$ cat src/rtl/immu_sram_ctrl_if.sv
// Host-side bus of the IMMU SRAM controller: flush, request handshake, response and init status.
interface immu_sram_ctrl_if #(
    parameter int AW = 6,
    parameter int DW = 22
) ();
    logic          flush;
    logic          req_valid;
    logic          req_ready;
    logic          req_we;
    logic [AW-1:0] req_addr;
    logic [DW-1:0] req_wdata;
    logic          rsp_valid;
    logic [DW-1:0] rsp_rdata;
    logic          init_busy;

    modport master (
        output flush, req_valid, req_we, req_addr, req_wdata,
        input  req_ready, rsp_valid, rsp_rdata, init_busy
    );

    modport slave (
        input  flush, req_valid, req_we, req_addr, req_wdata,
        output req_ready, rsp_valid, rsp_rdata, init_busy
    );
endinterface

$ cat src/rtl/immu_sram_ctrl.sv
// Sequences single-word host accesses to a strobed SRAM and clears the whole array
// after reset or on flush. Every SRAM pin is driven straight from a flop.
module immu_sram_ctrl #(
    parameter int AW    = 6,
    parameter int DW    = 22,
    parameter int DEPTH = 64
) (
    input  logic                clk,
    input  logic                rst,
    immu_sram_ctrl_if.slave     bus,
    output logic [AW-1:0]       sram_a,
    output logic [DW-1:0]       sram_i,
    output logic                sram_ce,
    output logic                sram_web,
    output logic                sram_oeb,
    output logic                sram_csb,
    input  logic [DW-1:0]       sram_o
);
    typedef enum logic [2:0] {
        S_INIT_SETUP,
        S_INIT_STROBE,
        S_INIT_HOLD,
        S_IDLE,
        S_SETUP,
        S_STROBE,
        S_FINISH
    } state_t;

    localparam logic [AW-1:0] LAST_ADDR = AW'(DEPTH - 1);

    state_t        state_q, state_d;
    logic [AW-1:0] init_addr_q, init_addr_d;
    logic          flush_pend_q, flush_pend_d;
    logic          we_q, we_d;
    logic          init_busy_q, init_busy_d;
    logic          rsp_valid_q, rsp_valid_d;
    logic [DW-1:0] rsp_rdata_q, rsp_rdata_d;
    logic [AW-1:0] sram_a_q, sram_a_d;
    logic [DW-1:0] sram_i_q, sram_i_d;
    logic          sram_ce_q, sram_ce_d;
    logic          sram_web_q, sram_web_d;
    logic          sram_oeb_q, sram_oeb_d;
    logic          sram_csb_q, sram_csb_d;
    logic          start_init;

    always_comb begin
        state_d      = state_q;
        init_addr_d  = init_addr_q;
        flush_pend_d = flush_pend_q;
        we_d         = we_q;
        init_busy_d  = init_busy_q;
        rsp_valid_d  = 1'b0;
        rsp_rdata_d  = rsp_rdata_q;
        sram_a_d     = sram_a_q;
        sram_i_d     = sram_i_q;
        sram_ce_d    = sram_ce_q;
        sram_web_d   = sram_web_q;
        sram_oeb_d   = sram_oeb_q;
        sram_csb_d   = sram_csb_q;
        start_init   = 1'b0;

        case (state_q)
            S_INIT_SETUP: begin
                state_d   = S_INIT_STROBE;
                sram_ce_d = 1'b1;
            end
            S_INIT_STROBE: begin
                state_d   = S_INIT_HOLD;
                sram_ce_d = 1'b0;
            end
            S_INIT_HOLD: begin
                if (init_addr_q == LAST_ADDR) begin
                    state_d     = S_IDLE;
                    init_addr_d = '0;
                    init_busy_d = 1'b0;
                    sram_csb_d  = 1'b1;
                    sram_web_d  = 1'b1;
                end else begin
                    state_d     = S_INIT_SETUP;
                    init_addr_d = init_addr_q + AW'(1);
                    sram_a_d    = init_addr_q + AW'(1);
                end
            end
            S_IDLE: begin
                // Flush has priority over a simultaneous request.
                if (bus.flush) begin
                    start_init = 1'b1;
                end else if (bus.req_valid) begin
                    state_d    = S_SETUP;
                    we_d       = bus.req_we;
                    sram_a_d   = bus.req_addr;
                    sram_i_d   = bus.req_wdata;
                    sram_web_d = ~bus.req_we;
                    sram_csb_d = 1'b0;
                end
            end
            S_SETUP: begin
                state_d   = S_STROBE;
                sram_ce_d = 1'b1;
                if (bus.flush) flush_pend_d = 1'b1;
            end
            S_STROBE: begin
                state_d    = S_FINISH;
                sram_ce_d  = 1'b0;
                sram_oeb_d = we_q;
                if (bus.flush) flush_pend_d = 1'b1;
            end
            S_FINISH: begin
                rsp_valid_d = 1'b1;
                if (!we_q) rsp_rdata_d = sram_o;
                sram_oeb_d = 1'b1;
                if (bus.flush || flush_pend_q) begin
                    start_init = 1'b1;
                end else begin
                    state_d    = S_IDLE;
                    sram_csb_d = 1'b1;
                    sram_web_d = 1'b1;
                end
            end
            default: start_init = 1'b1;
        endcase

        if (start_init) begin
            state_d      = S_INIT_SETUP;
            init_addr_d  = '0;
            init_busy_d  = 1'b1;
            flush_pend_d = 1'b0;
            sram_a_d     = '0;
            sram_i_d     = '0;
            sram_csb_d   = 1'b0;
            sram_web_d   = 1'b0;
            sram_oeb_d   = 1'b1;
            sram_ce_d    = 1'b0;
        end
    end

    always_ff @(posedge clk) begin
        if (rst) begin
            state_q      <= S_INIT_SETUP;
            init_addr_q  <= '0;
            flush_pend_q <= 1'b0;
            we_q         <= 1'b0;
            init_busy_q  <= 1'b1;
            rsp_valid_q  <= 1'b0;
            rsp_rdata_q  <= '0;
            sram_a_q     <= '0;
            sram_i_q     <= '0;
            sram_ce_q    <= 1'b0;
            sram_web_q   <= 1'b0;
            sram_oeb_q   <= 1'b1;
            sram_csb_q   <= 1'b0;
        end else begin
            state_q      <= state_d;
            init_addr_q  <= init_addr_d;
            flush_pend_q <= flush_pend_d;
            we_q         <= we_d;
            init_busy_q  <= init_busy_d;
            rsp_valid_q  <= rsp_valid_d;
            rsp_rdata_q  <= rsp_rdata_d;
            sram_a_q     <= sram_a_d;
            sram_i_q     <= sram_i_d;
            sram_ce_q    <= sram_ce_d;
            sram_web_q   <= sram_web_d;
            sram_oeb_q   <= sram_oeb_d;
            sram_csb_q   <= sram_csb_d;
        end
    end

    assign bus.req_ready = (state_q == S_IDLE) && !flush_pend_q;
    assign bus.rsp_valid = rsp_valid_q;
    assign bus.rsp_rdata = rsp_rdata_q;
    assign bus.init_busy = init_busy_q;
    assign sram_a        = sram_a_q;
    assign sram_i        = sram_i_q;
    assign sram_ce       = sram_ce_q;
    assign sram_web      = sram_web_q;
    assign sram_oeb      = sram_oeb_q;
    assign sram_csb      = sram_csb_q;
endmodule

$ cat src/flat_wrapper.sv
// flat-port wrapper written by rule: the top's interface ports become plain ports
module immu_sram_ctrl_flat 
#(
    parameter int AW    = 6,
    parameter int DW    = 22,
    parameter int DEPTH = 64
)
  (clk, rst, sram_a, sram_i, sram_ce, sram_web, sram_oeb, sram_csb, sram_o, bus_flush, bus_req_valid, bus_req_we, bus_req_addr, bus_req_wdata, bus_req_ready, bus_rsp_valid, bus_rsp_rdata, bus_init_busy);
  immu_sram_ctrl_if #(.AW(AW), .DW(DW)) bus_i ();
  input  logic clk;
  input  logic rst;
  output logic [AW-1:0] sram_a;
  output logic [DW-1:0] sram_i;
  output logic sram_ce;
  output logic sram_web;
  output logic sram_oeb;
  output logic sram_csb;
  input  logic [DW-1:0] sram_o;
  input wire logic [$bits(bus_i.flush)-1:0] bus_flush;
  input wire logic [$bits(bus_i.req_valid)-1:0] bus_req_valid;
  input wire logic [$bits(bus_i.req_we)-1:0] bus_req_we;
  input wire logic [$bits(bus_i.req_addr)-1:0] bus_req_addr;
  input wire logic [$bits(bus_i.req_wdata)-1:0] bus_req_wdata;
  output wire logic [$bits(bus_i.req_ready)-1:0] bus_req_ready;
  output wire logic [$bits(bus_i.rsp_valid)-1:0] bus_rsp_valid;
  output wire logic [$bits(bus_i.rsp_rdata)-1:0] bus_rsp_rdata;
  output wire logic [$bits(bus_i.init_busy)-1:0] bus_init_busy;
  assign bus_i.flush = bus_flush;
  assign bus_i.req_valid = bus_req_valid;
  assign bus_i.req_we = bus_req_we;
  assign bus_i.req_addr = bus_req_addr;
  assign bus_i.req_wdata = bus_req_wdata;
  assign bus_req_ready = bus_i.req_ready;
  assign bus_rsp_valid = bus_i.rsp_valid;
  assign bus_rsp_rdata = bus_i.rsp_rdata;
  assign bus_init_busy = bus_i.init_busy;
  immu_sram_ctrl #(.AW(AW), .DW(DW), .DEPTH(DEPTH)) u_core (.clk(clk), .rst(rst), .bus(bus_i), .sram_a(sram_a), .sram_i(sram_i), .sram_ce(sram_ce), .sram_web(sram_web), .sram_oeb(sram_oeb), .sram_csb(sram_csb), .sram_o(sram_o));
endmodule
$ cat config.mk
export PLATFORM = sky130hd
export DESIGN_NAME = immu_sram_ctrl_flat
export DESIGN_NICKNAME = d
export VERILOG_FILES = /design/src/rtl/immu_sram_ctrl_if.sv /design/src/rtl/immu_sram_ctrl.sv /design/src/flat_wrapper.sv
export SDC_FILE = /design/constraint.sdc
export NUM_CORES = 1
export LEC_CHECK = 0
export CORE_ASPECT_RATIO = 1.1
export CORE_UTILIZATION = 28
export DETAILED_ROUTE_END_ITERATION = 7
export PLACE_DENSITY = 0.57
export SLEW_MARGIN = 20
export SYNTH_ARGS = -nofsm -noshare
export SYNTH_HDL_FRONTEND = slang
export SYNTH_SLANG_ARGS = --single-unit
$ cat constraint.sdc
create_clock -name clk -period 2.05 [get_ports clk]
set_input_delay 0.205 -clock clk [delete_from_list [all_inputs] [get_ports clk]]
set_output_delay 0.205 -clock clk [all_outputs]
set_load 0.01 [all_outputs]
==> out/metrics.yaml <==
power_and_ir_drop:
  p_leak_nw: 1.409
  vdd_drop_max_v: 0.0003161
  power_frac_comb_pct: 9.8
  seqPwrFrac_pct: 49.6
  p_sw_w: 0.0005929
  p_total_w: 0.002695
  pwr-share-clk_pct: 40.6
  p_per_area_mw_per_mm2: 659.1
  power.internal_w: 0.002102
  swShare_pct: 22.00
sta:
  fmax_ghz: 0.5450
  setup_tns_ps: 0
  rsz0062_at_grt: "false"
  period_share_pct: 89.50
  slew_violations: 0
  skew_ps: 7.784
  tightest_slew_ps: 496.4
  min_period_ps: 1835
  max_slew_margin_pct: 66.84
  setup_violations: 0
  hold_viol: 0
floorplan:
  row_count: 36
  ios: 112
  die_area_sq_mm: 0.009694
  die_w_um: 93.97
  die_y_um: 103.2
  start_util_pct: 29.06
  placeableCoreArea_sq_mm: 0.008964
clocking:
  postCtsSetupRepairBufs: 0
  cts_buffers: 9
  h-tree-depth: 3
  cts.clk_slew.worst_paths_ps: 70
  cts_root_buf: "clkbuf_8"
  worst_skew_pair.late_latency_ps: 330
  clk_path_buf_depth: 2
  cts_tree: "built"
  numClockSinks: 67
synthesis:
  synth_edf_count: 0
  syn_inst: 327
  syn_area_sq_mm: 0.002605
  avgSynthCellArea_sq_um: 7.966
  synth_warnings: 0
  ys_seq_area_share_pct: 51.49
  synth_seq_cells: 67
  ys_dominant_reg_cell: "dfxtp_1"
  synth_top_cell_area_share_pct: 51.49
  async_flop_share_pct: 0
  synth_area_leaders: "dfxtp_1 51%, nand2_1 14%, a21oi_1 11%, clkbuf_1 3.0%, nor2_1 2.2%"
  mappedNetlistNets: 383
  synthDistinctLibCells: 40
  yosys.area.top_type: "dfxtp_1"
routing:
  wire_per_inst_um: 13.20
  drtAntennaViolNets: 0
  viasPerCell: 4.637
  drcViolationCount: 0
  dr.pass1.iters: 4
  wirelength_um: 7352
  vias: 2583
  drt_iter0_drc: 84
critical_path:
  reg2regPathDepth: 5
  critical_path_required_ps: 1850
  crit_type: "register to output port"
  worstSetupEndpointType: "output port"
  worstPathMaxFanout: 8
  critPathArrivalTime_ps: 1630
  start_kind: "register"
placement:
  io_buffers: 111
  place_congestion: 0.7475
  place_area_sq_mm: 0.003894
  dp_hpwl_um: 5184
  placed_cells: 542
global_route:
  grt_max_degree: 30
  grt-ovfl-total: 0
  grt_pass1_wl_um: 11370
  antenna_found_initial: 0
  grtUsageTotal_pct: 15.25
  first_global_vias: 2401
layout:
  final_nets: 495
  layout.cells.non_filler: 557
  fillers: 892
  multi_input_area_sq_mm: 0.001162
  seq_area_sq_mm: 0.001343
  drive_above_1_share_pct: 6.998
  finish.instance_area_sq_mm: 0.004089
  syn2layout_area_growth_pct: 56.96
  diodes: 0
run:
  maxCapViolations: 0
min_path:
  min_path_cells: 3
  hp-class: "input port to register"
outcome:
  outcome: "finished, final reports clean"
[cells in the final DEF, fill, tap and decap left out, types with 3 or more instances in the layout]
| master | count |
|---|---|
| nor2_1 | 15 |
| nand3_1 | 7 |
| a211oi_1 | 3 |
| dfxtp_1 | 66 |
| clkdlybuf4s50_1 | 111 |
| clkbuf_8 | 11 |
| buf_4 | 13 |
| nand2_1 | 100 |
| o21ai_0 | 6 |
| a21oi_1 | 56 |
| nor3_1 | 3 |
| xor2_1 | 3 |
| inv_1 | 5 |
[per-layer routing]
layer / up-vias / global-route usage (%) / share of wire [%]
met1: 1197 / 18.48 / 43
met2: 60 / 25.60 / 50
li1: 1317 / - / -
met4: 0 / 7.219 / 1.8
met5: - / 0 / 0
met3: 9 / 3.540 / 4.8
[kinds of logic (layout without fill, tap and decap cells)]
family | after synthesis | count (layout) | share of synthesized area, %
AO/OA/AOI/OAI | 82 | 82 | 18.49
adder cells (fa/ha/maj) | 1 | 1 | 0.4802
buffers and inverters | 29 | 145 | 4.323
flip-flops | 67 | 67 | 51.49
AND/OR/NAND/NOR | 142 | 142 | 23.15
multiplexers | 1 | 1 | 0.3843
XOR/XNOR | 5 | 5 | 1.681
[final cells by class]
cell class	count	share of cell area, %
Clock buffer	13	3.886
Clock inverter	2	0.8568
Inverter	5	0.4590
Multi-Input combinational cell	231	28.43
Sequential cell	67	32.83
Tap cell	114	3.488
Timing Repair Buffer	125	30.05
[timing repair]
item                       in CTS  in global routing
resized for setup               0                  1
hold buffers                    0                  0
setup endpoints to repair       0                  1
[power groups by stage]
| stage | registers [W] | logic, W | clock network [W] |
|---|---|---|---|
| after global routing | 0.00134 | 0.000291 | 0.00119 |
| final | 0.00134 | 0.000265 | 0.00109 |
| after detailed placement | 0.00137 | 0.000267 | 0 |
| after floorplan | 0.00137 | 0.0000884 | 0 |
| after CTS | 0.00134 | 0.000269 | 0.00114 |
| after global placement | 0.00136 | 0.000267 | 0 |
[state kept, by name, indices dropped and copies added, names as in the netlist, 3 cells and up]
signal,cells
u_core.bus.rsp_rdata,22
u_core.init_addr_q,6
u_core.sram_a,6
u_core.sram_i,22
u_core.state_q,3
[stage by stage]
step                hold WS, ps  setup slack (ps)  util [%]
CTS                       391.5             84.47     45.60
floorplan                 316.2             368.1         -
global route              410.9             106.2     45.62
detailed placement        445.7             162.6     43.44
global placement          441.4             207.0     43.44
finish                    409.5             215.3     45.62
[synthesized netlist by cell type, types with 2 or more instances]
library cell,number
and2_0,2
nand3b_1,2
nor2_1,15
a22o_1,2
a211oi_1,3
o221ai_1,2
xor2_1,3
nand3_1,7
and3_1,2
dfxtp_1,67
clkbuf_1,21
o21ai_0,6
buf_2,3
nand2_1,100
inv_1,5
a21oi_1,56
nand2b_1,2
nor3_1,3
and4_1,2
nor3b_1,2
xnor2_1,2
a221o_1,2
[critical path, cell delays in order (launching register included)]
cell and delay (ps):
dfxtp_2 390, buf_4 160, nand3b_1 100, nor2_1 100, clkdlybuf4s50_1 540
[final timing paths]
| check | start | to | slack (ps) |
|---|---|---|---|
| setup / recovery | u_core.state_q[0] | bus_req_ready | 220 |
| hold / removal | sram_o[7] | u_core.bus.rsp_rdata[7] | 410 |
| setup reg to reg | u_core.init_addr_q[0] | u_core.sram_a[4] | 290 |
| hold reg to reg | u_core.bus.rsp_rdata[6] | u_core.bus.rsp_rdata[6] | 450 |
No activity file was read; power rests on OpenSTA's default activity.
